[src/rtl/bcd_time_pkg.sv]
// Shared types, limits and the load-validation helper for the BCD time keeper.
package bcd_time_pkg;

  typedef enum logic [1:0] {
    IDLE  = 2'd0,
    RUN   = 2'd1,
    PAUSE = 2'd2
  } state_t;

  localparam logic [7:0] SS_MAX = 8'h59;
  localparam logic [7:0] MM_MAX = 8'h59;
  localparam logic [7:0] HH_MAX = 8'h23;

  // Ordering of valid BCD pairs matches their numeric order, so a plain compare bounds tens and ones together.
  function automatic logic bcd_pair_valid(input logic [7:0] pair, input logic [7:0] max);
    return (pair[3:0] <= 4'd9) && (pair[7:4] <= 4'd9) && (pair <= max);
  endfunction

endpackage

[src/rtl/bcd_pair_counter.sv]
// Two-digit BCD counter wrapping at MAX; carry is combinational so a chain advances in one edge.
module bcd_pair_counter #(
  parameter logic [7:0] MAX = 8'h59
) (
  input  logic       clk,
  input  logic       reset,
  input  logic       clear,
  input  logic       load,
  input  logic [7:0] load_val,
  input  logic       inc,
  output logic [7:0] value,
  output logic       carry
);

  logic at_max;

  assign at_max = (value == MAX);
  assign carry  = inc && at_max;

  always_ff @(posedge clk) begin
    if (reset || clear) begin
      value <= 8'h00;
    end else if (load) begin
      value <= load_val;
    end else if (inc) begin
      if (at_max) begin
        value <= 8'h00;
      end else if (value[3:0] == 4'd9) begin
        value <= {value[7:4] + 4'd1, 4'd0};
      end else begin
        value <= value + 8'd1;
      end
    end
  end

endmodule

[src/rtl/bcd_time_keeper.sv]
// 24-hour HH:MM:SS keeper in packed BCD, advanced by prescaler ticks, with run/pause/clear and checked load.
//
// state | meaning
// IDLE  | cleared or after reset; ticks ignored
// RUN   | ticks counted into sub-second counter and time
// PAUSE | time and sub-second count held; load accepted
module bcd_time_keeper
  import bcd_time_pkg::*;
#(
  parameter int TICKS_PER_SEC = 2
) (
  input  logic        clk,
  input  logic        reset,
  input  logic        tick,
  input  logic        start,
  input  logic        stop,
  input  logic        clear,
  input  logic        set_en,
  input  logic [23:0] set_time,
  output logic [23:0] time_bcd,
  output logic        running,
  output logic        sec_pulse,
  output logic        day_wrap,
  output logic        set_err
);

  localparam int SUB_W = (TICKS_PER_SEC > 1) ? $clog2(TICKS_PER_SEC) : 1;
  localparam logic [SUB_W-1:0] SUB_LAST = SUB_W'(TICKS_PER_SEC - 1);

  state_t           state, state_next;
  logic [SUB_W-1:0] sub, sub_next;
  logic             set_ok;
  logic             do_clear, do_load, do_err, adv;
  logic             ss_carry, mm_carry, hh_carry;

  assign set_ok = bcd_pair_valid(set_time[23:16], HH_MAX) &&
                  bcd_pair_valid(set_time[15:8],  MM_MAX) &&
                  bcd_pair_valid(set_time[7:0],   SS_MAX);

  // An invalid load in IDLE/PAUSE still consumes the cycle, so lower-priority commands wait.
  always_comb begin
    state_next = state;
    sub_next   = sub;
    do_clear   = 1'b0;
    do_load    = 1'b0;
    do_err     = 1'b0;
    adv        = 1'b0;
    if (clear) begin
      state_next = IDLE;
      sub_next   = '0;
      do_clear   = 1'b1;
    end else if (set_en && (state != RUN)) begin
      if (set_ok) begin
        do_load    = 1'b1;
        sub_next   = '0;
        state_next = PAUSE;
      end else begin
        do_err = 1'b1;
      end
    end else if (stop && (state == RUN)) begin
      state_next = PAUSE;
    end else if (start && (state != RUN)) begin
      state_next = RUN;
    end else if (tick && (state == RUN)) begin
      if (sub == SUB_LAST) begin
        sub_next = '0;
        adv      = 1'b1;
      end else begin
        sub_next = sub + SUB_W'(1);
      end
    end
  end

  always_ff @(posedge clk) begin
    if (reset) begin
      state     <= IDLE;
      sub       <= '0;
      running   <= 1'b0;
      sec_pulse <= 1'b0;
      day_wrap  <= 1'b0;
      set_err   <= 1'b0;
    end else begin
      state     <= state_next;
      sub       <= sub_next;
      running   <= (state_next == RUN);
      sec_pulse <= adv;
      day_wrap  <= hh_carry;
      set_err   <= do_err;
    end
  end

  bcd_pair_counter #(.MAX(SS_MAX)) u_ss (
    .clk      (clk),
    .reset    (reset),
    .clear    (do_clear),
    .load     (do_load),
    .load_val (set_time[7:0]),
    .inc      (adv),
    .value    (time_bcd[7:0]),
    .carry    (ss_carry)
  );

  bcd_pair_counter #(.MAX(MM_MAX)) u_mm (
    .clk      (clk),
    .reset    (reset),
    .clear    (do_clear),
    .load     (do_load),
    .load_val (set_time[15:8]),
    .inc      (ss_carry),
    .value    (time_bcd[15:8]),
    .carry    (mm_carry)
  );

  bcd_pair_counter #(.MAX(HH_MAX)) u_hh (
    .clk      (clk),
    .reset    (reset),
    .clear    (do_clear),
    .load     (do_load),
    .load_val (set_time[23:16]),
    .inc      (mm_carry),
    .value    (time_bcd[23:16]),
    .carry    (hh_carry)
  );

endmodule

[config.mk]
export PLATFORM = sky130hd
export DESIGN_NAME = bcd_time_keeper
export DESIGN_NICKNAME = d
export VERILOG_FILES = /design/src/rtl/bcd_time_pkg.sv /design/src/rtl/bcd_pair_counter.sv /design/src/rtl/bcd_time_keeper.sv
export SDC_FILE = /design/constraint.sdc
export NUM_CORES = 1
export LEC_CHECK = 0
export ABC_AREA = 1
export CAP_MARGIN = 20
export CORE_UTILIZATION = 30
export CTS_BUF_LIST = sky130_fd_sc_hd__clkbuf_8 sky130_fd_sc_hd__clkbuf_16
export CTS_CLUSTER_DIAMETER = 200
export DETAILED_ROUTE_END_ITERATION = 8
export GPL_TIMING_DRIVEN = 0
export MAX_ROUTING_LAYER = met4
export REMOVE_ABC_BUFFERS = 1
export SLEW_MARGIN = 10
export SYNTH_ARGS = -nofsm -noshare
export SYNTH_HDL_FRONTEND = slang
export SYNTH_SLANG_ARGS = --single-unit
[constraint.sdc]
create_clock -name clk -period 3.2 [get_ports clk]
set_input_delay 0.64 -clock clk [delete_from_list [all_inputs] [get_ports clk]]
set_output_delay 0.64 -clock clk [all_outputs]
set_load 0.005 [all_outputs]
### Word level (Yosys, flattened, before mapping)

Cells that the tools add are included.

* $lt $le $gt $ge: 9
* add/subtract/negate cells: 7
* bitwise gates (word level): 1
* muxes and demuxes: 34
* eq/ne operators: 12
* reductions and logical operators: 23

Operators by type and width (number)
* $mux 8: 12
* $add 8x1->8 const B: 3
* $le 4x4->1 const B: 6
* $mux 1: 17
* $eq 8x7->1 const B: 2
* $le 8x7->1 const B: 2
* $logic_and 1x1->1: 15
* $add 4x1->4 const B: 3
* $eq 4x4->1 const B: 3
* $mux 2: 5
* $eq 8x6->1 const B: 1
* $le 8x6->1 const B: 1
* $reduce_bool 2->1: 4
* $ne 2x2->1 const B: 3
* $eq 2x1->1 const B: 2
* $reduce_and 4->1: 1
* $reduce_or 3->1: 1
* $ne 2x1->1 const B: 1
* $reduce_or 2->1: 1
* $add 1x1->1 const B: 1
* $logic_or 1x1->1: 1
* $not 1->1: 1

* bits in registers: 31
* bits of input ports: 31
* output and inout port bits: 28

### Longest topological paths before layout

Gate-level depths: netlist of run 1.

* word-level depth: 11
* gate-level depth with buffers: 12
* depth with buffers taken out: 12

### Cells and area by module

A second synthesis of run 1 with hierarchy kept.

* cell total of the unflattened synthesis: 334
* area, all modules: 2258.4 sq um

Modules (own cells, without submodules)
* bcd_pair_counter at u_mm ...: cells each 91, sequential area each 160.2 sq um, times used 2, area an instance 618.1 sq um
* bcd_pair_counter at u_hh: cells each 87, sequential area each 160.2 sq um, times used 1, area an instance 638.1 sq um
* bcd_time_keeper: cells each 65, sequential area each 140.1 sq um, times used 1, area an instance 384.1 sq um

### Worst setup path before layout of run 1

No wires, ideal clock.

* path type: in2reg
* start: input port set_time[9]
* end: register u_ss.value[6]
* arrival: 1.619 ns
* setup slack: 1.462 ns
* buffers on the path: 2
* required time: 3.082 ns
* stages: 10
* cell sequence: o21ai_0 > nand2_1 > nor2_4 > nand3_2 > buf_6 > buf_6 > nand3_1 > nand2_1 > nor2_1 > nor2_1

* longest elaborated chain between the ends: 9

RTL lines
* start, declared: RTL line bcd_time_keeper.sv:19 `input logic [23:0] set_time,`
* branches (longest 2 deep; another with $le 8x7->1)
* $logic_and 1x1->1 (*): RTL line bcd_time_pkg.sv:16 `return (pair[3:0] <= 4'd9) && (pair[7:4] <= 4'd9) && (pair <= max);`
* $logic_and 1x1->1 (*): RTL line bcd_time_keeper.sv:36 `assign set_ok = bcd_pair_valid(set_time[23:16], HH_MAX) &&`
* $logic_and 1x1->1 (*): RTL line bcd_time_keeper.sv:37 `bcd_pair_valid(set_time[15:8], MM_MAX) &&`
* $mux 1 (*): RTL line bcd_time_keeper.sv:53 `if (set_ok) begin`
* $mux 1 (*): RTL line bcd_time_keeper.sv:52 `end else if (set_en && (state != RUN)) begin`
* $mux 1 (*): RTL line bcd_time_keeper.sv:48 `if (clear) begin`
* $mux 8 / $reduce_bool 2->1 (equally long branches)
* end signal, assigned: RTL line bcd_pair_counter.sv:24 `value <= load_val;`
* end signal, assigned: RTL line bcd_pair_counter.sv:29 `value <= {value[7:4] + 4'd1, 4'd0};`
* end signal, assigned: RTL line bcd_pair_counter.sv:31 `value <= value + 8'd1;`
* end, declared: RTL line bcd_pair_counter.sv:11 `output logic [7:0] value,`

Every way passes the cells marked *.
A chain may end at the register's enable or synchronous reset.

### Final worst setup path of run 1

* start: input port set_en
* end: register u_hh.value[5]

* longest elaborated chain between the ends: 6

RTL lines
* start, declared: RTL line bcd_time_keeper.sv:18 `input logic set_en,`
* $logic_and 1x1->1 (*): RTL line bcd_time_keeper.sv:52
* $mux 1: RTL line bcd_time_keeper.sv:52
* $mux 1: RTL line bcd_time_keeper.sv:48
* $logic_and 1x1->1 (2 in series): RTL line bcd_pair_counter.sv:18 `assign carry = inc && at_max;`
* $reduce_bool 2->1 (no source line)
* end signal, assigned: RTL line bcd_pair_counter.sv:24
* end signal, assigned: RTL line bcd_pair_counter.sv:29
* end signal, assigned: RTL line bcd_pair_counter.sv:31
* end, declared: RTL line bcd_pair_counter.sv:11

Mark *: on every way between the ends. The rest lies on a longest branch, timed or not.

==> results of run 1 <==
[flip-flops by register name, summed over array words and instances, names as in the netlist]
| signal | count |
|---|---|
| u_hh.value | 8 |
| state | 2 |
| set_err | 1 |
| sub | 1 |
| sec_pulse | 1 |
| running | 1 |
| u_ss.value | 8 |
| day_wrap | 1 |
| u_mm.value | 8 |
[cell families after synthesis]
| logic type | count (synthesis) |
|---|---|
| XOR/XNOR | 6 |
| flip-flops | 31 |
| buffers and inverters | 61 |
| adder cells (fa/ha/maj) | 10 |
| AO/OA/AOI/OAI | 47 |
| AND/OR/NAND/NOR | 215 |
[metal layers]
metal | share of wire | GRT usage
met1 | 0.47 | 0.201
met2 | 0.47 | 0.276
met3 | 0.050 | 0.0389
met4 | 0.012 | 0.0430
met5 | 0 | -
[synthesized netlist by cell type]
cell type / number / share of area
sky130_fd_sc_hd__clkinv_1: 1 / 0.0016
sky130_fd_sc_hd__o21ai_0: 14 / 0.030
sky130_fd_sc_hd__nand3_2: 4 / 0.017
sky130_fd_sc_hd__nor2_4: 4 / 0.019
sky130_fd_sc_hd__xor2_1: 6 / 0.023
sky130_fd_sc_hd__nor2_2: 1 / 0.0027
sky130_fd_sc_hd__nand3b_1: 2 / 0.0064
sky130_fd_sc_hd__inv_1: 50 / 0.081
sky130_fd_sc_hd__o211ai_1: 2 / 0.0064
sky130_fd_sc_hd__o21ai_4: 2 / 0.014
sky130_fd_sc_hd__nand4_1: 6 / 0.016
sky130_fd_sc_hd__buf_2: 2 / 0.0043
sky130_fd_sc_hd__o31ai_2: 1 / 0.0054
sky130_fd_sc_hd__nor2_1: 55 / 0.089
sky130_fd_sc_hd__ha_1: 10 / 0.054
sky130_fd_sc_hd__nand3_4: 2 / 0.015
sky130_fd_sc_hd__nand2_1: 96 / 0.15
sky130_fd_sc_hd__inv_2: 3 / 0.0048
sky130_fd_sc_hd__nor4b_1: 1 / 0.0038
sky130_fd_sc_hd__o21ai_1: 10 / 0.021
sky130_fd_sc_hd__a21boi_0: 1 / 0.0032
sky130_fd_sc_hd__o21a_1: 1 / 0.0032
sky130_fd_sc_hd__and3_1: 1 / 0.0027
sky130_fd_sc_hd__nand2_4: 1 / 0.0048
sky130_fd_sc_hd__dfxtp_1: 31 / 0.27
sky130_fd_sc_hd__buf_6: 4 / 0.019
sky130_fd_sc_hd__a21oi_1: 14 / 0.030
sky130_fd_sc_hd__nor3_2: 1 / 0.0043
sky130_fd_sc_hd__nand3_1: 37 / 0.079
sky130_fd_sc_hd__nor3_1: 2 / 0.0043
sky130_fd_sc_hd__o21bai_1: 1 / 0.0032
sky130_fd_sc_hd__clkbuf_1: 1 / 0.0016
sky130_fd_sc_hd__o21ai_2: 1 / 0.0038
sky130_fd_sc_hd__nand2_2: 2 / 0.0054
[layout by cell type (no fill, tap or decap), drive strengths merged, types with 6 or more instances in the layout]
cell type / count
ha: 10
o21ai: 27
inv: 53
nand2: 99
clkdlybuf4s50: 58
xor2: 6
nand3: 43
nor2: 60
nand4: 6
a21oi: 14
dfxtp: 31
[power breakdown]
group | switching [uW] | leakage (uW) | internal, uW
clock network | 160 | 0.0000402 | 151
registers | 1.59 | 0.000250 | 387
logic | 38.7 | 0.00110 | 44.8
total | 201 | 0.00139 | 584
[final cells by class]
type,count,area share
clock buffer,5,0.0224
tap,99,0.0403
timing repair buffer,59,0.192
clock inverter,3,0.00651
multi-input combinational,278,0.471
inverter,54,0.0659
sequential,31,0.202
[worst max-delay path by stage]
stage / end / slack [ns] / startpoint
2_1_floorplan: u_hh.value[1] / 1.13 / set_time[9]
3_3_place_gp: u_ss.value[5] / 0.02 / clear
3_5_place_dp: u_hh.value[5] / 0.11 / set_en
4_1_cts: u_hh.value[5] / 0.41 / set_en
5_1_grt: u_hh.value[7] / 0.21 / set_en
6_report: u_hh.value[5] / 0.43 / set_en
[through the flow]
step / utilization / cell area (um2) / worst slack (ns) / std cells / hold WS, ns
6_report: 0.417 / 3080 / 0.427 / 529 / 0.522
5_1_grt: 0.417 / 3080 / 0.209 / 529 / 0.583
4_1_cts: 0.417 / 3080 / 0.410 / 529 / 0.517
3_5_place_dp: 0.405 / 2990 / 0.110 / 521 / 0.507
3_3_place_gp: 0.404 / 2980 / 0.0177 / 520 / 0.513
2_1_floorplan: - / 2270 / 1.13 / 363 / 0.497
[worst max-delay path, stage by stage]
cell and delay, ns:
sky130_fd_sc_hd__clkdlybuf4s50_1 0.51, sky130_fd_sc_hd__o21ai_4 0.09, sky130_fd_sc_hd__nor2_4 0.34, sky130_fd_sc_hd__nand3_2 0.58, sky130_fd_sc_hd__o21ai_4 0.42, sky130_fd_sc_hd__nand2_4 0.17
sky130_fd_sc_hd__nor2_1 0.14, sky130_fd_sc_hd__nor2_1 0.05
==> metrics.txt, run 1 <==
# TYPE chip_impl_metric gauge
chip_impl_metric{name="post_route_cells_drive_above_1_share",unit=""} 0.0721
chip_impl_info{name="unrepaired_setup_endpoints_after_global_routing",value="false"} 1
chip_impl_metric{name="h-tree-depth",unit=""} 2
chip_impl_info{name="regToRegEndpoint",value="u_hh.value[5]"} 1
chip_impl_metric{name="cts_inserted_buffers",unit=""} 5
chip_impl_metric{name="finalHoldViolCount",unit=""} 0
chip_impl_metric{name="grt_pass1_wl",unit="mm"} 10.7
chip_impl_metric{name="area_taken_by_flip_flops_and_latches",unit="um2"} 621
chip_impl_info{name="clock_tree.root_cell",value="sky130_fd_sc_hd__clkbuf_8"} 1
chip_impl_metric{name="clock_tree_buffer_depth",unit=""} 2
chip_impl_metric{name="worst-r2r-setup-slack",unit="ns"} 0.88
chip_impl_info{name="timing.hold.worst.start",value="u_ss.value[7]"} 1
chip_impl_metric{name="drcViolationCount",unit=""} 0
chip_impl_metric{name="finish.net_count",unit=""} 470
chip_impl_metric{name="floorplan.initialDensity",unit=""} 0.316
chip_impl_metric{name="postRouteWirelength",unit="mm"} 6.35
chip_impl_metric{name="gr-usage-all-layers",unit=""} 0.166
chip_impl_metric{name="filler_cell_count",unit=""} 796
chip_impl_metric{name="area_growth",unit="%"} 32.0
chip_impl_metric{name="timing.final.max_slew_violations",unit=""} 0
chip_impl_metric{name="grt_start_max_net_pins",unit=""} 30
chip_impl_metric{name="finalClockSkew",unit="ns"} 0.00864
chip_impl_metric{name="core_region_area",unit="mm2"} 0.00737
chip_impl_metric{name="synth-adder-area-share",unit=""} 0.0537
chip_impl_info{name="tritoncts_clock_tree",value="yes"} 1
chip_impl_metric{name="yosysWarningCount",unit=""} 0
chip_impl_metric{name="ys_ff_latch",unit=""} 31
chip_impl_metric{name="die_h",unit="um"} 90.1
chip_impl_metric{name="detail_route.iter0.violations",unit=""} 111
chip_impl_info{name="cp-start-kind",value="primary input"} 1
chip_impl_metric{name="place.port_buffers",unit=""} 58
chip_impl_metric{name="ios",unit=""} 59
chip_impl_metric{name="die-width",unit="um"} 90.1
chip_impl_metric{name="clk_transition_reported_paths",unit="ns"} 0.07
chip_impl_metric{name="power_density",unit="mW/mm2"} 255
chip_impl_metric{name="relSlewSlack",unit=""} 0.572
chip_impl_metric{name="global_route.overflow_total",unit=""} 0
chip_impl_metric{name="initial_antenna_violation_count",unit=""} 0
chip_impl_metric{name="wire_per_inst",unit="um"} 12.0
chip_impl_metric{name="synth.cell_area",unit="mm2"} 0.00233
chip_impl_metric{name="synth.mux.area_fraction",unit=""} 0
chip_impl_info{name="worst_setup_path_end_kind",value="flop"} 1
chip_impl_metric{name="numClockSinks",unit=""} 31
chip_impl_metric{name="synthDistinctLibCells",unit=""} 34
chip_impl_metric{name="min_path_cells",unit=""} 2
chip_impl_metric{name="place_congestion",unit=""} 0.837
chip_impl_metric{name="power.total",unit="uW"} 784
chip_impl_metric{name="cts_repair_resize_count",unit=""} 0
chip_impl_metric{name="synth-compound-area-share",unit=""} 0.121
chip_impl_metric{name="arrival",unit="ns"} 2.96
chip_impl_info{name="timing.rr.start",value="state[1]"} 1
chip_impl_metric{name="worst-path-max-fanout",unit=""} 29
chip_impl_metric{name="multi_input_comb_area",unit="mm2"} 0.00145
chip_impl_metric{name="num_vias",unit=""} 2473
chip_impl_metric{name="vias_per_cell",unit=""} 4.67
chip_impl_metric{name="antenna_violating_nets_post_route",unit=""} 0
chip_impl_metric{name="core.rowCount",unit=""} 31
chip_impl_metric{name="post_cts.repair.setup_buffers",unit=""} 0
chip_impl_metric{name="leakage_dissipation",unit="uW"} 0.00139
chip_impl_info{name="critPathKind",value="primary input to flop"} 1
chip_impl_metric{name="fin_tns_setup",unit="ns"} 0
chip_impl_metric{name="r2r_cells",unit=""} 7
chip_impl_metric{name="average_footprint_of_a_synthesized_cell",unit="um2"} 6.30
chip_impl_metric{name="layout_worst_path_cycle_share",unit=""} 0.867
chip_impl_info{name="run_status",value="completed"} 1
chip_impl_metric{name="min_period",unit="ns"} 2.77
chip_impl_info{name="largest_family_of_logic_cells_by_synthesized_area",value="simple AND/OR/NAND/NOR gates"} 1
chip_impl_metric{name="synth-xor-area-share",unit=""} 0.0225
chip_impl_info{name="hold_end",value="u_ss.value[7]"} 1
chip_impl_metric{name="drt-pass1-iter-count",unit=""} 4
chip_impl_info{name="hold_path_class",value="flop to flop"} 1
chip_impl_metric{name="dieArea",unit="mm2"} 0.00813
chip_impl_metric{name="synth.yosys.seq_area_share",unit=""} 0.266
chip_impl_metric{name="via_count_of_the_first_global_routing_pass",unit=""} 2268
chip_impl_metric{name="post-dp-hpwl",unit="mm"} 4.88
chip_impl_metric{name="post_synthesis_simple_gate_area_fraction",unit=""} 0.425
chip_impl_metric{name="setup_viol",unit=""} 0
chip_impl_metric{name="worst_slew_pin_slew",unit="ns"} 0.641
chip_impl_metric{name="postSynthCellCount",unit=""} 370
chip_impl_metric{name="max_freq",unit="MHz"} 361
chip_impl_metric{name="worst_skew_pair.late_latency",unit="ns"} 0.28
chip_impl_metric{name="n_antenna_cell",unit=""} 0
chip_impl_metric{name="maxCapViolCount",unit=""} 0
chip_impl_metric{name="post_cts_hold_buffer_count",unit=""} 0
chip_impl_metric{name="ir_worst_vdd",unit="mV"} 0.155
chip_impl_metric{name="critical_path_required",unit="ns"} 3.38
Note: power is estimated with default switching activity, not from simulation.
==> run 2, diff against run 1 <==
--- a/config.mk
+++ b/config.mk
@@ -5,7 +5,6 @@
 export SDC_FILE = /design/constraint.sdc
 export NUM_CORES = 1
 export LEC_CHECK = 0
-export ABC_AREA = 1
 export CAP_MARGIN = 20
 export CORE_UTILIZATION = 30
 export CTS_BUF_LIST = sky130_fd_sc_hd__clkbuf_8 sky130_fd_sc_hd__clkbuf_16
==> run 2 against run 1 <==
Maximum frequency is 3.6% lower. Via count is 14% lower. Design area is 10% lower. Critical path depth is 2 lower. Clock skew is 0.0041 ns lower. Setup slack worse by 0.10 ns. Utilization is 1.1 points higher. Critical path type unchanged.
==> metrics.txt, run 2 <==
# TYPE chip_impl_metric gauge
chip_impl_metric{name="min_period",unit="ns"} 2.88
chip_impl_metric{name="power_density",unit="mW/mm2"} 278
chip_impl_metric{name="intPower",unit="uW"} 579
chip_impl_metric{name="cts_repair_resize_count",unit=""} 0
chip_impl_info{name="mostFrequentLayoutCell",value="sky130_fd_sc_hd__clkdlybuf4s50_1"} 1
chip_impl_metric{name="h-tree-depth",unit=""} 2
chip_impl_metric{name="critical_path.max_stage_delay",unit="ns"} 0.81
chip_impl_metric{name="grt_start_max_net_pins",unit=""} 21
chip_impl_metric{name="synth.yosys.seq_area_share",unit=""} 0.303
chip_impl_info{name="run_status",value="completed"} 1
chip_impl_metric{name="n_antenna_cell",unit=""} 0
chip_impl_info{name="synth_ff_type",value="sky130_fd_sc_hd__dfxtp_1"} 1
chip_impl_metric{name="finish.net_count",unit=""} 359
chip_impl_metric{name="max_freq",unit="MHz"} 348
chip_impl_metric{name="core_region_area",unit="mm2"} 0.00646
chip_impl_metric{name="vias_per_cell",unit=""} 5.40
chip_impl_metric{name="floorplan.initialDensity",unit=""} 0.317
chip_impl_info{name="clock_tree.root_cell",value="sky130_fd_sc_hd__clkbuf_8"} 1
chip_impl_metric{name="worst_skew_pair.late_latency",unit="ns"} 0.29
chip_impl_metric{name="finalHoldViolCount",unit=""} 0
chip_impl_metric{name="maxCapViolCount",unit=""} 0
chip_impl_metric{name="critical_path_required",unit="ns"} 3.38
chip_impl_metric{name="detail_route.iter0.violations",unit=""} 125
chip_impl_metric{name="die_h",unit="um"} 84.6
chip_impl_metric{name="timing.final.max_slew_violations",unit=""} 0
chip_impl_metric{name="worst-path-max-fanout",unit=""} 13
chip_impl_metric{name="ir_worst_vdd",unit="mV"} 0.187
chip_impl_info{name="tritoncts_clock_tree",value="yes"} 1
chip_impl_info{name="worst_setup_path_end_kind",value="flop"} 1
chip_impl_metric{name="drcViolationCount",unit=""} 0
chip_impl_metric{name="initial_antenna_violation_count",unit=""} 0
chip_impl_metric{name="yosysWarningCount",unit=""} 0
chip_impl_metric{name="synth-edff-count",unit=""} 0
chip_impl_metric{name="post_route_cells_drive_above_1_share",unit=""} 0.0533
chip_impl_info{name="synth_top_cell_by_area",value="sky130_fd_sc_hd__dfxtp_1"} 1
chip_impl_metric{name="area_taken_by_flip_flops_and_latches",unit="um2"} 621
chip_impl_metric{name="clk_transition_reported_paths",unit="ns"} 0.07
chip_impl_metric{name="postRouteWirelength",unit="mm"} 5.74
chip_impl_metric{name="power.switching_fraction",unit=""} 0.249
chip_impl_metric{name="psw",unit="uW"} 192
chip_impl_metric{name="fin_tns_setup",unit="ns"} 0
chip_impl_metric{name="async_reset_ff_frac",unit=""} 0
chip_impl_metric{name="synth.cell_area",unit="mm2"} 0.00205
chip_impl_info{name="synthMostInstantiatedCell",value="sky130_fd_sc_hd__dfxtp_1"} 1
chip_impl_info{name="critPathKind",value="primary input to flop"} 1
chip_impl_info{name="post_synth_most_frequent_cells",value="sky130_fd_sc_hd__dfxtp_1 (31), sky130_fd_sc_hd__o21ai_0 (25), sky130_fd_sc_hd__nand2_1 (24)"} 1
chip_impl_metric{name="place_congestion",unit=""} 0.832
chip_impl_metric{name="via_count_of_the_first_global_routing_pass",unit=""} 1975
chip_impl_metric{name="sequentialPowerShare",unit=""} 0.506
chip_impl_metric{name="path_buf_inv",unit=""} 1
chip_impl_metric{name="grt_pass1_wl",unit="mm"} 9.37
chip_impl_metric{name="groute.layer.met1.usage",unit=""} 0.201
chip_impl_info{name="layout_top_registers",value="u_hh.value: 8 flops, u_mm.value: 8 flops, u_ss.value: 8 flops"} 1
chip_impl_metric{name="multi_input_comb_area",unit="mm2"} 0.00133
chip_impl_metric{name="ios",unit=""} 59
chip_impl_metric{name="setup_viol",unit=""} 0
chip_impl_metric{name="combinationalPowerShare",unit=""} 0.099
chip_impl_metric{name="wire_per_inst",unit="um"} 14.5
chip_impl_metric{name="post_cts.repair.setup_buffers",unit=""} 0
chip_impl_metric{name="synth_largest_type_area_fraction",unit=""} 0.303
chip_impl_metric{name="stdcell_count",unit=""} 396
chip_impl_metric{name="layout_worst_path_cycle_share",unit=""} 0.899
chip_impl_info{name="grt-busiest-layer",value="met2"} 1
chip_impl_info{name="synth_area_leaders",value="sky130_fd_sc_hd__dfxtp_1 (30%), sky130_fd_sc_hd__ha_1 (6.1%), sky130_fd_sc_hd__o21ai_0 (6.1%)"} 1
chip_impl_metric{name="clock_tree_buffer_depth",unit=""} 2
chip_impl_metric{name="antenna_violating_nets_post_route",unit=""} 0
chip_impl_metric{name="gr-usage-met3",unit=""} 0.0374
chip_impl_metric{name="post-dp-hpwl",unit="mm"} 4.27
chip_impl_metric{name="synthDistinctLibCells",unit=""} 52
chip_impl_info{name="hold_path_class",value="flop to flop"} 1
chip_impl_metric{name="worst_slew_pin_slew",unit="ns"} 0.679
chip_impl_metric{name="hold_slack",unit="ns"} 0.497
chip_impl_metric{name="filler_cell_count",unit=""} 670
chip_impl_metric{name="postSynthCellCount",unit=""} 262
chip_impl_metric{name="ys_ff_latch",unit=""} 31
chip_impl_info{name="cp-start-kind",value="primary input"} 1
chip_impl_metric{name="global_route.overflow_total",unit=""} 0
chip_impl_metric{name="relSlewSlack",unit=""} 0.536
chip_impl_metric{name="average_footprint_of_a_synthesized_cell",unit="um2"} 7.82
chip_impl_metric{name="area_growth",unit="%"} 35.1
chip_impl_metric{name="finalClockSkew",unit="ns"} 0.00453
chip_impl_metric{name="dieArea",unit="mm2"} 0.00716
chip_impl_metric{name="die-width",unit="um"} 84.6
chip_impl_info{name="crit_family",value="simple AND/OR/NAND/NOR gates"} 1
chip_impl_metric{name="arrival",unit="ns"} 3.05
chip_impl_metric{name="drt-pass1-iter-count",unit=""} 6
chip_impl_metric{name="clock_power_share",unit=""} 0.395
chip_impl_metric{name="post_cts_hold_buffer_count",unit=""} 0
chip_impl_info{name="critical_path.cell_chain",value="clkdlybuf4s50_1 > and4bb_1 > nand4_1 > a2111oi_0 > mux2i_1 > nor2_1"} 1
chip_impl_metric{name="core.rowCount",unit=""} 29
chip_impl_metric{name="gr-usage-all-layers",unit=""} 0.169
chip_impl_metric{name="numClockSinks",unit=""} 31
chip_impl_metric{name="dp.cells",unit=""} 387
chip_impl_info{name="timing.critical_path.slowest_stage_cell",value="sky130_fd_sc_hd__a2111oi_0"} 1
chip_impl_info{name="unrepaired_setup_endpoints_after_global_routing",value="false"} 1
chip_impl_metric{name="leakage_dissipation",unit="uW"} 0.000946
chip_impl_info{name="most-common-layout-cells",value="sky130_fd_sc_hd__clkdlybuf4s50_1 (58), sky130_fd_sc_hd__dfxtp_1 (31), sky130_fd_sc_hd__o21ai_0 (25)"} 1
chip_impl_metric{name="num_vias",unit=""} 2138
chip_impl_metric{name="grt_use_met2",unit=""} 0.283
chip_impl_metric{name="cts_inserted_buffers",unit=""} 5
chip_impl_metric{name="place.port_buffers",unit=""} 58
## run 2: cell types whose count changed in the layout (fill, tap and decap cells not counted), sizes merged, moves of 5 or more
cell / delta
nor3: +9
nand2: -74
a21oi: +7
xor2: -5
nand3: -31
inv: -41
nor2: -39
a211oi: +6
mux2i: +8
## run 2: kinds of logic after synthesis
family | after synthesis | synth area share
AO/OA/AOI/OAI | 78 | 0.235
XOR/XNOR | 5 | 0.0214
adder cells (fa/ha/maj) | 10 | 0.0611
buffers and inverters | 22 | 0.0513
flip-flops | 31 | 0.303
multiplexers | 10 | 0.0501
AND/OR/NAND/NOR | 106 | 0.278
## run 2: cell type report
cell class	count	share of cell area
multi-input combinational	209	0.480
inverter	10	0.0136
tap	77	0.0348
clock buffer	5	0.0249
timing repair buffer	61	0.218
clock inverter	3	0.00452
sequential	31	0.224
## run 2: power groups by stage
stage / clock, uW / sequential, uW / combinational (uW)
floorplan: 0 / 398 / 22.5
global placement: 0 / 398 / 75.0
detailed placement: 0 / 398 / 75.7
CTS: 316 / 389 / 76.0
global route: 326 / 390 / 82.4
finish: 304 / 389 / 76.5
## run 2: path summary, 6_finish.rpt
kind                                     from       endpoint  slack (ns)  cells past startpoint
worst max-delay path                     stop  u_mm.value[7]        0.32                      6
worst min-delay path            u_hh.value[7]  u_hh.value[7]        0.50                      2
worst max register to register  u_ss.value[0]  u_mm.value[7]        0.41                      6
worst min register to register  u_hh.value[7]  u_hh.value[7]        0.50                      2
## run 2: through the flow
stage                      util  worst slack [ns]  instance area (um2)  total power (uW)
after floorplan               -             0.555                 1980               421
after global placement    0.411            -0.968                 2660               473
after detailed placement  0.415           -0.0629                 2680               474
after CTS                 0.427             0.246                 2760               781
after global routing      0.429             0.162                 2770               798
final                     0.429             0.324                 2770               770
## run 2: worst reg2reg max path, cell delays in order, from the launching register on
cell	delay, ns
sky130_fd_sc_hd__dfxtp_1	0.45
sky130_fd_sc_hd__ha_1	0.25
sky130_fd_sc_hd__and3b_1	0.34
sky130_fd_sc_hd__nand4_1	0.52
sky130_fd_sc_hd__a2111oi_0	0.81
sky130_fd_sc_hd__mux2i_1	0.26
sky130_fd_sc_hd__nor2_1	0.05
## run 2: per-layer routing
layer	wire, um	up-vias
met1	2620	995
met5	0	-
met4	60	0
met3	256	7
met2	2800	50
li1	-	1086
